`src/rtl/imem_boot_loader_pkg.sv`:
```
// Shared types and helpers for the instruction-memory boot loader.
// Holds the loader state encoding and word-to-byte address mapping.
package imem_boot_loader_pkg;

   localparam int WORD_W = 32;

   typedef enum logic [1:0] {
      S_IDLE,
      S_LOAD,
      S_FLUSH,
      S_RUN
   } state_t;

   function automatic logic [31:0] imem_addr(input logic [29:0] widx);
      return {widx, 2'b00};
   endfunction

endpackage

```
`src/rtl/imem_boot_loader_if.sv`:
```
// Bundle of the boot loader's streaming input, memory port and status.
// master drives the upstream stream and PC; slave is the loader.
interface imem_boot_loader_if
   import imem_boot_loader_pkg::*;
#(
   parameter int DEPTH = 256,
   parameter int AW    = $clog2(DEPTH) + 2
);

   logic                  start;
   logic [$clog2(DEPTH):0] load_len;
   logic                  in_valid;
   logic [WORD_W-1:0]     in_data;
   logic                  in_ready;
   logic [AW-1:0]         pc;
   logic [AW-1:0]         mem_addr;
   logic                  mem_we;
   logic [WORD_W-1:0]     mem_wdata;
   logic                  cpu_rst;
   logic                  busy;
   logic                  done;
   logic                  len_err;
   logic [WORD_W-1:0]     checksum;

   modport master (
      output start, load_len, in_valid, in_data, pc,
      input  in_ready, mem_addr, mem_we, mem_wdata,
      input  cpu_rst, busy, done, len_err, checksum
   );

   modport slave (
      input  start, load_len, in_valid, in_data, pc,
      output in_ready, mem_addr, mem_we, mem_wdata,
      output cpu_rst, busy, done, len_err, checksum
   );

endinterface

```
`src/rtl/imem_boot_loader_port_mux.sv`:
```
// Instruction-memory A-port address select.
// The core PC owns the port while running; the loader owns it otherwise.
module imem_port_mux #(
   parameter int AW = 10
) (
   input  logic          i_run,
   input  logic [AW-1:0] i_pc,
   input  logic [AW-1:0] i_ld_addr,
   output logic [AW-1:0] o_addr
);

   assign o_addr = i_run ? i_pc : i_ld_addr;

endmodule

```
`src/rtl/imem_boot_loader.sv`:
```
// Boot loader: streams words into instruction memory, holding the core
// in reset until the session completes, then hands the port to the PC.
module imem_boot_loader
   import imem_boot_loader_pkg::*;
#(
   parameter int DEPTH = 256,
   parameter int AW    = $clog2(DEPTH) + 2
) (
   input  logic              clk,
   input  logic              rst,
   imem_boot_loader_if.slave bus
);

   localparam int IW = $clog2(DEPTH);
   localparam int LW = IW + 1;

   state_t            r_state;
   state_t            w_next;
   logic [LW-1:0]     r_len;
   logic [LW-1:0]     r_cnt;
   logic [IW-1:0]     r_wr_idx;
   logic              r_we;
   logic [WORD_W-1:0] r_wdata;
   logic [WORD_W-1:0] r_csum;
   logic              r_done;
   logic              r_len_err;

   logic              w_start_ok;
   logic              w_in_ready;
   logic              w_xfer;
   logic              w_last;
   logic              w_len_over;
   logic              w_len_zero;
   logic [LW-1:0]     w_len_clamp;
   logic [AW-1:0]     w_ld_addr;
   logic              w_run;

   assign w_len_over  = bus.load_len > LW'(DEPTH);
   assign w_len_zero  = bus.load_len == '0;
   assign w_len_clamp = w_len_over ? LW'(DEPTH) : bus.load_len;
   assign w_last      = r_cnt == (r_len - LW'(1));
   assign w_xfer      = w_in_ready && bus.in_valid;
   assign w_run       = r_state == S_RUN;

   always_ff @(posedge clk) begin
      if (rst) r_state <= S_IDLE;
      else     r_state <= w_next;
   end

   always_comb begin
      w_next     = r_state;
      w_in_ready = 1'b0;
      w_start_ok = 1'b0;
      unique case (r_state)
         S_IDLE, S_RUN: begin
            w_start_ok = bus.start;
            if (bus.start) w_next = w_len_zero ? S_RUN : S_LOAD;
         end
         S_LOAD: begin
            w_in_ready = 1'b1;
            if (bus.in_valid && w_last) w_next = S_FLUSH;
         end
         S_FLUSH: w_next = S_RUN;
         default: w_next = S_IDLE;
      endcase
   end

   always_ff @(posedge clk) begin
      if (rst) begin
         r_len     <= '0;
         r_cnt     <= '0;
         r_wr_idx  <= '0;
         r_we      <= 1'b0;
         r_wdata   <= '0;
         r_csum    <= '0;
         r_done    <= 1'b0;
         r_len_err <= 1'b0;
      end else begin
         r_we <= w_xfer;
         // Write is registered: address/data land one cycle after handshake
         if (w_xfer) begin
            r_wdata  <= bus.in_data;
            r_wr_idx <= r_cnt[IW-1:0];
            r_cnt    <= r_cnt + LW'(1);
            r_csum   <= r_csum ^ bus.in_data;
         end
         if (w_start_ok) begin
            r_len_err <= w_len_over;
            if (w_len_zero) begin
               r_done <= 1'b1;
            end else begin
               r_len    <= w_len_clamp;
               r_cnt    <= '0;
               r_wr_idx <= '0;
               r_csum   <= '0;
               r_done   <= 1'b0;
            end
         end else if (r_state == S_FLUSH) begin
            r_done <= 1'b1;
         end
      end
   end

   assign w_ld_addr = AW'(imem_addr(30'(r_wr_idx)));

   imem_port_mux #(.AW(AW)) u_mux (
      .i_run     (w_run),
      .i_pc      (bus.pc),
      .i_ld_addr (w_ld_addr),
      .o_addr    (bus.mem_addr)
   );

   assign bus.in_ready  = w_in_ready;
   assign bus.mem_we    = r_we;
   assign bus.mem_wdata = r_wdata;
   assign bus.cpu_rst   = !w_run;
   assign bus.busy      = (r_state == S_LOAD) || (r_state == S_FLUSH);
   assign bus.done      = r_done;
   assign bus.len_err   = r_len_err;
   assign bus.checksum  = r_csum;

endmodule

```
`src/flat_wrapper.sv`:
```
// flat-port wrapper written by rule: the top's interface ports become plain ports
module imem_boot_loader_flat import imem_boot_loader_pkg::*;
#(
   parameter int DEPTH = 256,
   parameter int AW    = $clog2(DEPTH) + 2
)
  (clk, rst, bus_start, bus_load_len, bus_in_valid, bus_in_data, bus_pc, bus_in_ready, bus_mem_addr, bus_mem_we, bus_mem_wdata, bus_cpu_rst, bus_busy, bus_done, bus_len_err, bus_checksum);
  imem_boot_loader_if #(.DEPTH(DEPTH), .AW(AW)) bus_i ();
  input  logic clk;
  input  logic rst;
  input wire logic [$bits(bus_i.start)-1:0] bus_start;
  input wire logic [$bits(bus_i.load_len)-1:0] bus_load_len;
  input wire logic [$bits(bus_i.in_valid)-1:0] bus_in_valid;
  input wire logic [$bits(bus_i.in_data)-1:0] bus_in_data;
  input wire logic [$bits(bus_i.pc)-1:0] bus_pc;
  output wire logic [$bits(bus_i.in_ready)-1:0] bus_in_ready;
  output wire logic [$bits(bus_i.mem_addr)-1:0] bus_mem_addr;
  output wire logic [$bits(bus_i.mem_we)-1:0] bus_mem_we;
  output wire logic [$bits(bus_i.mem_wdata)-1:0] bus_mem_wdata;
  output wire logic [$bits(bus_i.cpu_rst)-1:0] bus_cpu_rst;
  output wire logic [$bits(bus_i.busy)-1:0] bus_busy;
  output wire logic [$bits(bus_i.done)-1:0] bus_done;
  output wire logic [$bits(bus_i.len_err)-1:0] bus_len_err;
  output wire logic [$bits(bus_i.checksum)-1:0] bus_checksum;
  assign bus_i.start = bus_start;
  assign bus_i.load_len = bus_load_len;
  assign bus_i.in_valid = bus_in_valid;
  assign bus_i.in_data = bus_in_data;
  assign bus_i.pc = bus_pc;
  assign bus_in_ready = bus_i.in_ready;
  assign bus_mem_addr = bus_i.mem_addr;
  assign bus_mem_we = bus_i.mem_we;
  assign bus_mem_wdata = bus_i.mem_wdata;
  assign bus_cpu_rst = bus_i.cpu_rst;
  assign bus_busy = bus_i.busy;
  assign bus_done = bus_i.done;
  assign bus_len_err = bus_i.len_err;
  assign bus_checksum = bus_i.checksum;
  imem_boot_loader #(.DEPTH(DEPTH), .AW(AW)) u_core (.clk(clk), .rst(rst), .bus(bus_i));
endmodule
```
`config.mk`:
```
export PLATFORM = sky130hd
export DESIGN_NAME = imem_boot_loader_flat
export DESIGN_NICKNAME = d
export VERILOG_FILES = /design/src/rtl/imem_boot_loader_pkg.sv /design/src/rtl/imem_boot_loader_if.sv /design/src/rtl/imem_boot_loader_port_mux.sv /design/src/rtl/imem_boot_loader.sv /design/src/flat_wrapper.sv
export SDC_FILE = /design/constraint.sdc
export NUM_CORES = 1
export LEC_CHECK = 0
export CAP_MARGIN = 20
export CORE_MARGIN = 5
export CORE_UTILIZATION = 50
export CTS_BUF_LIST = sky130_fd_sc_hd__clkbuf_8
export DETAILED_ROUTE_END_ITERATION = 8
export DONT_BUFFER_PORTS = 1
export GPL_ROUTABILITY_DRIVEN = 0
export MAX_ROUTING_LAYER = met4
export PLACE_DENSITY = 0.72
export RECOVER_POWER = 100
export SLEW_MARGIN = 20
export SYNTH_ARGS = -nofsm -noshare
export SYNTH_HDL_FRONTEND = slang
export SYNTH_HIERARCHICAL = 1
export SYNTH_SLANG_ARGS = --single-unit
```
`constraint.sdc`:
```
create_clock -name clk -period 3.55 [get_ports clk]
set_clock_uncertainty 0.2 [all_clocks]
set_input_delay 0.355 -clock clk [delete_from_list [all_inputs] [get_ports clk]]
set_output_delay 0.355 -clock clk [all_outputs]
set_load 0.01 [all_outputs]
```
=== After elaboration in Yosys (flattened, before gate mapping) ===
Index checks and enable logic that the tools add are counted.
Widths: inputs -> output; s select.

* Register bits: 95
* Output and inout port bits: 80
* Logic and storage cells: 50

* Muxes and demuxes: 20
* Add/subtract/negate cells: 2
* Eq/ne operators: 6
* Reductions and logical operators: 10
* Magnitude comparators: 1
* Bitwise operators: 2

{| class="wikitable"
|+ Operators by type and width
! kind !! count
|-
| $mux 32 || 3
|-
| $mux 9 || 4
|-
| $xor 32x32->32 || 1
|-
| $mux 8 || 3
|-
| $mux 10 || 1
|-
| $add 9x1->9 const B || 1
|-
| $eq 9x9->1 || 1
|-
| $gt 9x9->1 const B || 1
|-
| $logic_not 9->1 || 1
|-
| $sub 9x1->9 const B || 1
|-
| $mux 2 || 3
|-
| $pmux 2 s3 || 1
|-
| $mux 1 || 5
|-
| $eq 2x2->1 const B || 2
|-
| $reduce_and 2->1 || 2
|-
| $eq 2x1->1 const B || 1
|-
| $logic_and 1x1->1 || 2
|-
| $logic_not 2->1 || 1
|-
| $ne 2x1->1 const B || 1
|-
| $ne 2x2->1 const B || 1
|-
| $reduce_bool 2->1 || 1
|-
| $reduce_or 2->1 || 1
|-
| $logic_not 1->1 || 1
|-
| $logic_or 1x1->1 || 1
|-
| $not 1->1 || 1
|}

=== Longest topological paths before layout ===
Gate-level depths: netlist (run 1).

* Word-level depth: 6
* Mapped depth: 9
* Gate-level depth less buffers: 8

=== Hierarchy ===
The synthesis (run 1) kept the hierarchy.

{| class="wikitable"
|+ Modules (own cells, without submodules)
! module !! cells each !! area an instance (um^2) !! sequential area each (um^2) !! times used
|-
| imem_boot_loader || 423 || 3672.3 || 1901.8 || 1
|-
| imem_port_mux || 11 || 161.4 || 0.0 || 1
|}

=== Worst setup path after synthesis (run 1) ===
No wires, ideal clock.

* Path type: reg2reg
* Start: reg u_core.r_len[0]
* End: reg u_core.r_state[0]
* Setup time: 0.086 ns
* Data arrival time: 2.443 ns
* Setup slack: 0.821 ns
* Buffers on the path: 1
* Cell stages (with the launch flop): 10
* Period minus slack after synthesis: 2.729 ns
* Path through: dfxtp_1 inv_1 ha_1 buf_1 inv_1 or4b_2 a311oi_1 a221oi_1 o41a_1 a221oi_2

* Cells in the longest elaborated chain, start to end: 5

{| class="wikitable"
|+ Ends and longest elaborated chain
! item !! RTL line !! source
|-
| start, declared || imem_boot_loader.sv:19 || <nowiki>logic [LW-1:0] r_len;</nowiki>
|-
| start signal, assigned || imem_boot_loader.sv:92 || <nowiki>r_len <= w_len_clamp;</nowiki>
|-
| $sub 9x1->9 || imem_boot_loader.sv:41 || <nowiki>assign w_last = r_cnt == (r_len - LW'(1));</nowiki>
|-
| $eq 9x9->1 || imem_boot_loader.sv:41 ||
|-
| $logic_and 1x1->1 || imem_boot_loader.sv:61 || <nowiki>if (bus.in_valid && w_last) w_next = S_FLUSH;</nowiki>
|-
| $ne 2x1->1 (no source line) || -- ||
|-
| $reduce_and 2->1 (no source line) || -- ||
|-
| end signal, assigned || imem_boot_loader.sv:47 || <nowiki>else r_state <= w_next;</nowiki>
|-
| end, declared || imem_boot_loader.sv:17 || <nowiki>state_t r_state;</nowiki>
|}

Every way passes these cells.
A chain may end at the register's enable or synchronous reset.

=== Worst setup path after layout (run 1) ===
* Start: reg u_core.r_state[1]
* End: reg u_core.r_wdata[6], in the netlist u_core/bus.mem_wdata[6]

* Cells in the longest elaborated chain, start to end: 3

{| class="wikitable"
|+ Ends and longest elaborated chain
! item !! RTL line !! source
|-
| $eq 2x1->1 || imem_boot_loader.sv:54 || <nowiki>unique case (r_state)</nowiki>
|-
| $mux 1 || imem_boot_loader.sv:54 ||
|-
| named net bus_in_ready || flat_wrapper.sv:16 || <nowiki>output wire logic [$bits(bus_i.in_ready)-1:0] bus_in_ready;</nowiki>
|-
| $logic_and 1x1->1 || imem_boot_loader.sv:42 || <nowiki>assign w_xfer = w_in_ready && bus.in_valid;</nowiki>
|-
| end signal, assigned || imem_boot_loader.sv:82 || <nowiki>r_wdata <= bus.in_data;</nowiki>
|-
| end, declared || imem_boot_loader.sv:23 || <nowiki>logic [WORD_W-1:0] r_wdata;</nowiki>
|}

The timed path passes the listed nets, and every way through them passes these cells.

==> results of run 1 <==
==> metrics by stage <==
step | total power, mW | hold slack [ps] | util, % | area, sq um | instances
after floorplan | 1.90 | 236 | - | 3840 | 435
after global placement | 2.04 | 227 | 51.4 | 3910 | 518
after detailed placement | 2.06 | 231 | 51.4 | 3910 | 518
after CTS | 2.78 | 5.35 | 59.6 | 4530 | 577
after global routing | 2.90 | 9.46 | 58.9 | 4480 | 577
final | 2.73 | 28.5 | 58.9 | 4480 | 577
==> registers in the layout (all words and copies together) (netlist names), 2 cells and up <==
signal and cells:
u_core/bus.checksum 32, u_core/bus.mem_wdata 32, u_core/r_cnt 9, u_core/r_len 9, u_core/r_wr_idx 8, u_core/r_state 2
==> final cells by class <==
cell class	instances	area share, %
Timing Repair Buffer	48	10.6
Tap cell	102	2.85
Inverter	8	0.670
Clock buffer	9	2.76
Sequential cell	95	42.4
Clock inverter	7	1.37
Multi-Input combinational cell	308	39.4
==> power breakdown <==
part / leakage [nW] / internal [mW] / total, mW / switching (mW)
Clock: 0.0994 / 0.270 / 0.671 / 0.402
Sequential: 0.770 / 1.19 / 1.34 / 0.154
Combinational: 0.852 / 0.273 / 0.718 / 0.444
Total: 1.72 / 1.73 / 2.73 / 1.00
==> final timing paths <==
check	start	to	slack, ps	cells past startpoint
hold reg to reg	u_core/r_wr_idx[2]	u_core/r_wr_idx[2]	260	2
setup / recovery	u_core/r_state[1]	u_core/bus.mem_wdata[6]	520	7
hold / removal	bus_in_data[15]	u_core/bus.mem_wdata[15]	30	2
setup reg to reg	u_core/r_state[1]	u_core/bus.mem_wdata[6]	520	7
==> per-layer routing <==
layer	GRT usage (%)	up-vias
li1	-	1502
met1	22.3	1459
met2	33.9	139
met3	7.39	21
met4	8.41	0
met5	-	-
==> cell families after synthesis <==
family | share of synthesized area (%)
simple gates | 19.4
flops | 49.6
compound gates | 9.99
xor+xnor | 11.7
buf+inv | 3.36
mux | 3.92
fa+ha+maj | 1.96
other cells | 0.0978
==> synth_stat cells, types with 2 or more instances <==
master    instances  area share, %
nand2_1          93            9.1
nor4_1            2           0.33
mux2_4           10            3.9
a22oi_1           2           0.39
dfxtp_1          95             50
nand3_1           3           0.39
o21ai_0           3           0.39
xor2_1           44             10
nor3_1            2           0.26
a21oi_1          43            5.6
xnor2_1           7            1.6
ha_1              6            2.0
a22o_1            4           0.91
nor2_1           56            5.5
inv_1             8           0.78
and3_1            3           0.49
nand4_1           5           0.82
or2_2             2           0.33
clkbuf_1         21            2.1
a221oi_1          3           0.69
==> what timing repair did <==
| item | 4_1_cts | 5_1_grt |
|---|---|---|
| hold endpoints to repair | 45 | 0 |
| hold buffers | 43 | 0 |
| resized for setup | 0 | 0 |
==> results.py, run 1 <==
metrics = {
    "global_route": {
        "antenna_found_initial": 0,
        "grt_pass1_vias": 3182,
        "grt_usage_pct": 20.5,
        "grt_overflow": 0,
        "grt_pass1_wl_um": 15600,
        "grt_max_degree": 43,
    },
    "routing": {
        "top_layer": "met4",
        "drc": 0,
        "vias_per_cell": 5.41,
        "routed-wl-met2_um": 4750,
        "wire_per_inst_um": 16.5,
        "drt_iter0_markers": 106,
        "wl_met1_um": 3780,
        "postRouteAntennaNets": 0,
        "first_pass_iters": 4,
        "dr_wl_met3_um": 771,
        "num_vias": 3121,
        "wl_um": 9530,
    },
    "synth": {
        "synth.cell_area_sq_um": 3830,
        "synth-async-reset-ratio_pct": 0,
        "ys_seq_area_share_pct": 49.6,
        "ys.flop_type": "dfxtp_1",
        "ys_warn_count": 6,
        "synth-seq-cells": 95,
        "ys_types": 42,
        "synth-edff-count": 0,
        "syn_inst": 434,
        "synth_area_per_cell_sq_um": 8.83,
    },
    "die": {
        "die_y_um": 97.6,
        "dieArea_sq_um": 9520,
        "core_sq_um": 7610,
        "row_count": 32,
        "start_util_pct": 50.4,
        "chipWidth_um": 97.6,
        "io_pins": 135,
    },
    "sta": {
        "final.setup.tns_ps": 0,
        "worst_pin_slew_ps": 1140,
        "fin_crit_sh_pct": 85.5,
        "maxSlewViolCount": 0,
        "worst_slack_ps": 515,
        "slew_headroom_pct": 24.3,
        "rsz0062_at_grt": "false",
        "hold_viol_final": 0,
        "fin_crit_ps": 3030,
        "setup_viol": 0,
        "max_freq_ghz": 0.330,
    },
    "setup_path": {
        "crit_type": "reg -> reg",
        "crit_buf_inv": 3,
        "cpPeakStageDelay_ps": 620,
        "endpoint_kind": "register",
        "crit_arrival_ps": 3150,
        "slowest_stage": "and2_2",
        "path_cells": "inv_1 > ha_1 > and2_2 > clkbuf_1 > nand2_1 > a21oi_1 > dlygate4sd3_1",
        "setup.worst_path.start_class": "register",
        "critPathTopFamily": "buffers and inverters",
        "crit_fanout": 32,
        "required_ps": 3670,
    },
    "finish": {
        "seq_area_sq_um": 1900,
        "syn_to_final_growth_pct": 16.9,
        "antenna_cells": 0,
        "drive_above_1_share_pct": 5.26,
        "final_cell_mix": "dfxtp_1, nand2_1, nor2_1, xor2_1, a21oi_1",
        "multi_input_area_sq_um": 1760,
        "fill_cells": 686,
        "nets": 531,
        "final_common_cell": "dfxtp_1",
    },
    "place": {
        "io_buffers": 0,
        "pre_cts_ws_ps": 708,
        "dp.final_hpwl_um": 6250,
    },
    "power_and_ir_drop": {
        "ir_drop_mv": 0.281,
        "power_density_nw_per_um2": 610,
        "p_leak_nw": 1.72,
    },
    "clock_tree": {
        "cts-root-buf": "clkbuf_8",
        "clockBufferDepth": 2,
        "cts_max_level": 3,
        "cts_tree": "built",
        "clk_latency_ps": 360,
        "cts_setup_buffers": 0,
        "numCtsBuffers": 9,
        "cts_num_sinks": 95,
        "clk_pin_slew_ps": 100,
    },
    "worst_hold_path": {
        "hp-class": "in -> reg",
    },
    "job": {
        "maxCapViolCount": 0,
    },
    "run_status": {
        "outcome": "completed",
    },
}
Note: power is estimated with default switching activity, not from simulation.
==> inputs of run 2 (changes only) <==
Settings changed: CORE_UTILIZATION 50 to 55, GPL_ROUTABILITY_DRIVEN 0 to unset, PLACE_DENSITY 0.72 to 0.77.
==> run 2 against run 1 <==
  * The flow now finishes with violations (capacitance limit, slew limit)
  * Core utilization is 7.2 points higher
  * Sequential cell count is the same
  * Non-clock buffer count decreased by 2
  * Critical path depth fell by 1
  * Worst setup slack better by 100 ps
  * First-iteration DRC count rose by 24%
  * Critical path type unchanged
  * Highest routed layer unchanged
==> results.py, run 2 (synthesis gave the netlist of run 1 again) <==
metrics = {
    "run_status": {
        "outcome": "finished with violations",
        "violations": "capacitance limit, slew limit",
    },
    "routing": {
        "first_pass_iters": 5,
        "postRouteAntennaNets": 0,
        "drc": 0,
        "wl_um": 9560,
        "drt_iter0_markers": 131,
        "wire_per_inst_um": 16.8,
        "vias_per_cell": 5.57,
        "num_vias": 3167,
    },
    "die": {
        "core_sq_um": 6790,
        "die_y_um": 93.5,
        "row_count": 30,
        "dieArea_sq_um": 8740,
        "start_util_pct": 56.4,
        "io_pins": 135,
        "chipWidth_um": 93.5,
    },
    "sta": {
        "rsz0062_at_grt": "false",
        "max_freq_ghz": 0.341,
        "worst_pin_slew_ps": 1910,
        "fin_crit_sh_pct": 82.6,
        "fin_crit_ps": 2930,
        "hold_viol_final": 0,
        "slew_headroom_pct": -27.2,
        "setup_viol": 0,
        "maxSlewViolCount": 43,
        "final.setup.tns_ps": 0,
    },
    "setup_path": {
        "endpoint_kind": "register",
        "crit_type": "reg -> reg",
        "worstRegToRegCells": 6,
        "startpoint": "u_core/r_state[1]",
        "crit_arrival_ps": 3010,
        "crit_fanout": 42,
        "r2r_start": "u_core/r_state[1]",
        "required_ps": 3630,
        "setup.worst_path.start_class": "register",
    },
    "global_route": {
        "grt_overflow": 0,
        "grt_usage_pct": 22.3,
        "grt_pass1_wl_um": 15100,
        "grt_pass1_vias": 3110,
        "grt_max_degree": 43,
        "antenna_found_initial": 0,
    },
    "clock_tree": {
        "cts_max_level": 3,
        "cts_num_sinks": 95,
        "cts_setup_buffers": 0,
        "clockBufferDepth": 2,
        "clk_pin_slew_ps": 90,
        "clk_latency_ps": 350,
        "cts-root-buf": "clkbuf_8",
        "numCtsBuffers": 9,
        "cts_tree": "built",
    },
    "finish": {
        "fin_cells": 569,
        "antenna_cells": 0,
        "fill_cells": 541,
        "final_common_cell": "dfxtp_1",
        "syn_to_final_growth_pct": 17.2,
        "nets": 529,
        "final_cell_mix": "dfxtp_1, nand2_1, nor2_1, xor2_1, a21oi_1",
        "stdcell_area_sq_um": 4490,
        "drive_above_1_share_pct": 5.07,
    },
    "job": {
        "maxCapViolCount": 1,
    },
    "place": {
        "dp.final_hpwl_um": 6190,
        "placed_cells": 510,
        "place_congestion": 0.845,
        "io_buffers": 0,
        "place_area_sq_um": 3880,
    },
    "power_and_ir_drop": {
        "ir_drop_mv": 0.349,
        "power_density_nw_per_um2": 631,
        "p_leak_nw": 1.73,
    },
    "worst_hold_path": {
        "min_from": "bus_in_data[17]",
        "hold_depth": 2,
        "hp-class": "in -> reg",
    },
}
==> run 2: cell count changes in the layout (fill, tap and decap cells not counted), sizes merged <==
cell and change:
inv -3, bufinv +2, buf -1, clkbuf -1, clkinv +1
==> run 2: final cells by class <==
cell class,instances,area (sq um),share of cell area (%)
Clock inverter,7,95.1,2.12
Timing Repair Buffer,46,459,10.2
Clock buffer,9,124,2.76
Multi-Input combinational cell,308,1760,39.3
Inverter,8,30.0,0.668
Tap cell,96,120,2.67
Sequential cell,95,1900,42.3
==> run 2: worst paths after layout <==
path | endpoint | slack (ps)
worst max-delay path | u_core/bus.mem_wdata[19] | 620
worst min-delay path | u_core/bus.mem_wdata[17] | 80
worst max register to register | u_core/bus.mem_wdata[19] | 620
worst min register to register | u_core/r_wr_idx[5] | 250
==> run 2: through the flow <==
step           utilization (%)  setup slack (ps)  total power, mW  hold slack, ps
5_1_grt                   66.2               332             3.00            61.6
6_report                  66.2               617             2.84            77.2
4_1_cts                   66.9               695             2.87            16.4
3_5_place_dp              57.2               708             2.05             229
2_1_floorplan                -               821             1.90             236
3_3_place_gp              57.2               839             2.03             225
==> run 2: layer usage <==
metal | routed length (um) | up-vias | track usage [%]
li1 | - | 1490 | -
met1 | 3560 | 1479 | 25.3
met2 | 4690 | 168 | 35.4
met3 | 1010 | 30 | 6.68
met4 | 295 | 0 | 12.1
met5 | 0 | - | -
==> run 2: worst max-delay path: stages, from the launching register on <==
cell,delay (ps)
dfxtp_1,370
inv_1,80
ha_1,280
nand2_1,90
clkbuf_1,1350
nand2_1,230
a21oi_1,230
==> run 2: what timing repair did <==
action	4_1_cts	5_1_grt
hold buffers	43	0
endpoints found under the hold margin	45	0
resized for setup	0	0
==> run 2: power by group <==
| group | total [mW] | internal, mW | leakage (nW) | switching (mW) |
|---|---|---|---|---|
| Sequential | 1.35 | 1.19 | 0.770 | 0.156 |
| Combinational | 0.717 | 0.271 | 0.843 | 0.446 |
| Clock | 0.775 | 0.401 | 0.115 | 0.374 |
==> inputs of run 3 (changes only) <==
Clock period 3.55 ns to 2.7 ns, I/O delays scaled along.
==> run 3 against run 2 <==
  * The flow now finishes without violations
  * Cell count rose by 2.3%
  * Global-route usage is 1.9 points higher
  * Maximum frequency is 10% higher
  * Largest cell class unchanged
  * Highest routed layer unchanged
==> results.py, run 3 (synthesis gave the netlist of run 1 again) <==
metrics = {
    "run_status": {
        "outcome": "completed",
    },
    "setup_path": {
        "slowest_stage": "or4_4",
        "setup.worst_path.start_class": "register",
        "crit_arrival_ps": 2730,
        "required_ps": 2770,
        "crit_fanout": 5,
        "endpoint_kind": "register",
        "crit_buf_inv": 0,
        "critPathTopFamily": "simple AND/OR/NAND/NOR gates",
        "crit_type": "reg -> reg",
        "cpPeakStageDelay_ps": 580,
        "path_cells": "or4_4 > nor2_2 > xnor2_1 > or4_1 > o41a_1 > a221oi_2",
    },
    "sta": {
        "fin_crit_sh_pct": 98.4,
        "slew_headroom_pct": 63.0,
        "fin_crit_ps": 2660,
        "final.setup.tns_ps": 0,
        "setup_viol": 0,
        "max_freq_ghz": 0.376,
        "worst_pin_slew_ps": 556,
        "maxSlewViolCount": 0,
        "hold_ws_ps": 31.0,
        "hold_viol_final": 0,
        "worst_slack_ps": 41.9,
        "rsz0062_at_grt": "false",
    },
    "global_route": {
        "antenna_found_initial": 0,
        "grt_usage_pct": 24.2,
        "grt_overflow": 0,
        "grt_max_degree": 43,
        "grt_pass1_wl_um": 16300,
        "grt_pass1_vias": 3339,
    },
    "die": {
        "core_sq_um": 6790,
        "dieArea_sq_um": 8740,
        "chipWidth_um": 93.5,
        "start_util_pct": 56.4,
        "io_pins": 135,
        "row_count": 30,
        "die_y_um": 93.5,
    },
    "clock_tree": {
        "clk_latency_ps": 350,
        "cts_num_sinks": 95,
        "cts-root-buf": "clkbuf_8",
        "numCtsBuffers": 9,
        "cts_setup_buffers": 0,
        "clk_pin_slew_ps": 100,
        "cts_tree": "built",
        "cts_max_level": 3,
        "clockBufferDepth": 2,
    },
    "worst_hold_path": {
        "hp-class": "in -> reg",
    },
    "routing": {
        "postRouteAntennaNets": 0,
        "wl_um": 10100,
        "first_pass_iters": 4,
        "wire_per_inst_um": 17.3,
        "vias_per_cell": 5.53,
        "drc": 0,
        "drt_iter0_markers": 160,
        "num_vias": 3216,
    },
    "place": {
        "place_area_sq_um": 3940,
        "pre_cts_ws_ps": 38.3,
        "place_congestion": 0.855,
        "io_buffers": 0,
        "dp.final_hpwl_um": 6160,
    },
    "power_and_ir_drop": {
        "power.total_mw": 3.78,
        "p_leak_nw": 1.78,
        "power_density_nw_per_um2": 814,
        "ir_drop_mv": 0.511,
    },
    "finish": {
        "fill_cells": 488,
        "final_common_cell": "dfxtp_1",
        "drive_above_1_share_pct": 7.41,
        "antenna_cells": 0,
        "syn_to_final_growth_pct": 21.1,
        "nets": 542,
        "stdcell_area_sq_um": 4640,
        "final_cell_mix": "dfxtp_1, nand2_1, nor2_1, dlygate4sd3_1",
    },
    "job": {
        "maxCapViolCount": 0,
    },
}
run 3: cell types whose count changed in the layout (fill, tap and decap cells not counted), sizes merged:
cell         previous run  this run
clkinvlp                0         2
dlygate4sd3            42        50
inv                    10        12
clkinv                  3         0
buf                     3         6
clkbuf                 10        12
bufinv                  2         1
run 3: through the flow:
stage / cells / util [%]
6_report: 582 / 68.3
4_1_cts: 582 / 68.7
3_3_place_gp: 515 / 57.9
5_1_grt: 582 / 68.3
2_1_floorplan: 435 / -
3_5_place_dp: 515 / 57.9
run 3: layout make-up:
class / count / area (sq um) / share of cell area [%]
sequential: 95 / 1900 / 41.0
multi-input combinational: 308 / 1790 / 38.7
timing repair buffer: 59 / 584 / 12.6
clock buffer: 9 / 124 / 2.67
tap: 96 / 120 / 2.59
clock inverter: 7 / 85.1 / 1.83
inverter: 8 / 30.0 / 0.647
run 3: metal layers:
| layer | part of all wire [%] | GRT usage [%] | vias to the layer above |
|---|---|---|---|
| met5 | 0 | - | - |
| met2 | 50 | 39.3 | 169 |
| met4 | 2.4 | 11.0 | 0 |
| met3 | 10 | 8.05 | 24 |
| li1 | - | - | 1516 |
| met1 | 37 | 27.0 | 1507 |
run 3: final timing paths:
kind	start	endpoint	slack (ps)	cells after the start
worst min-delay path	bus_start	u_core/r_state[0]	30	3
worst max register to register	u_core/r_len[2]	u_core/r_state[0]	40	6
worst min register to register	u_core/r_wr_idx[5]	u_core/r_wr_idx[5]	260	2
worst max-delay path	u_core/r_len[2]	u_core/r_state[0]	40	6
run 3: timing repair:
item / 4_1_cts / 5_1_grt
endpoints found under the hold margin: 77 / 0
gates resized for setup: 0 / 5
endpoints found under the setup margin: 0 / 2
hold buffers: 51 / 0
run 3: tightest hold or removal path, stage by stage:
cell and delay, ps:
nor2_1 60, nor2b_1 140, a221oi_2 70
run 3: report_power, final:
| part | internal (mW) | switching [mW] |
|---|---|---|
| combinational | 0.401 | 0.631 |
| clock | 0.448 | 0.532 |
| sequential | 1.57 | 0.199 |
| total | 2.41 | 1.36 |
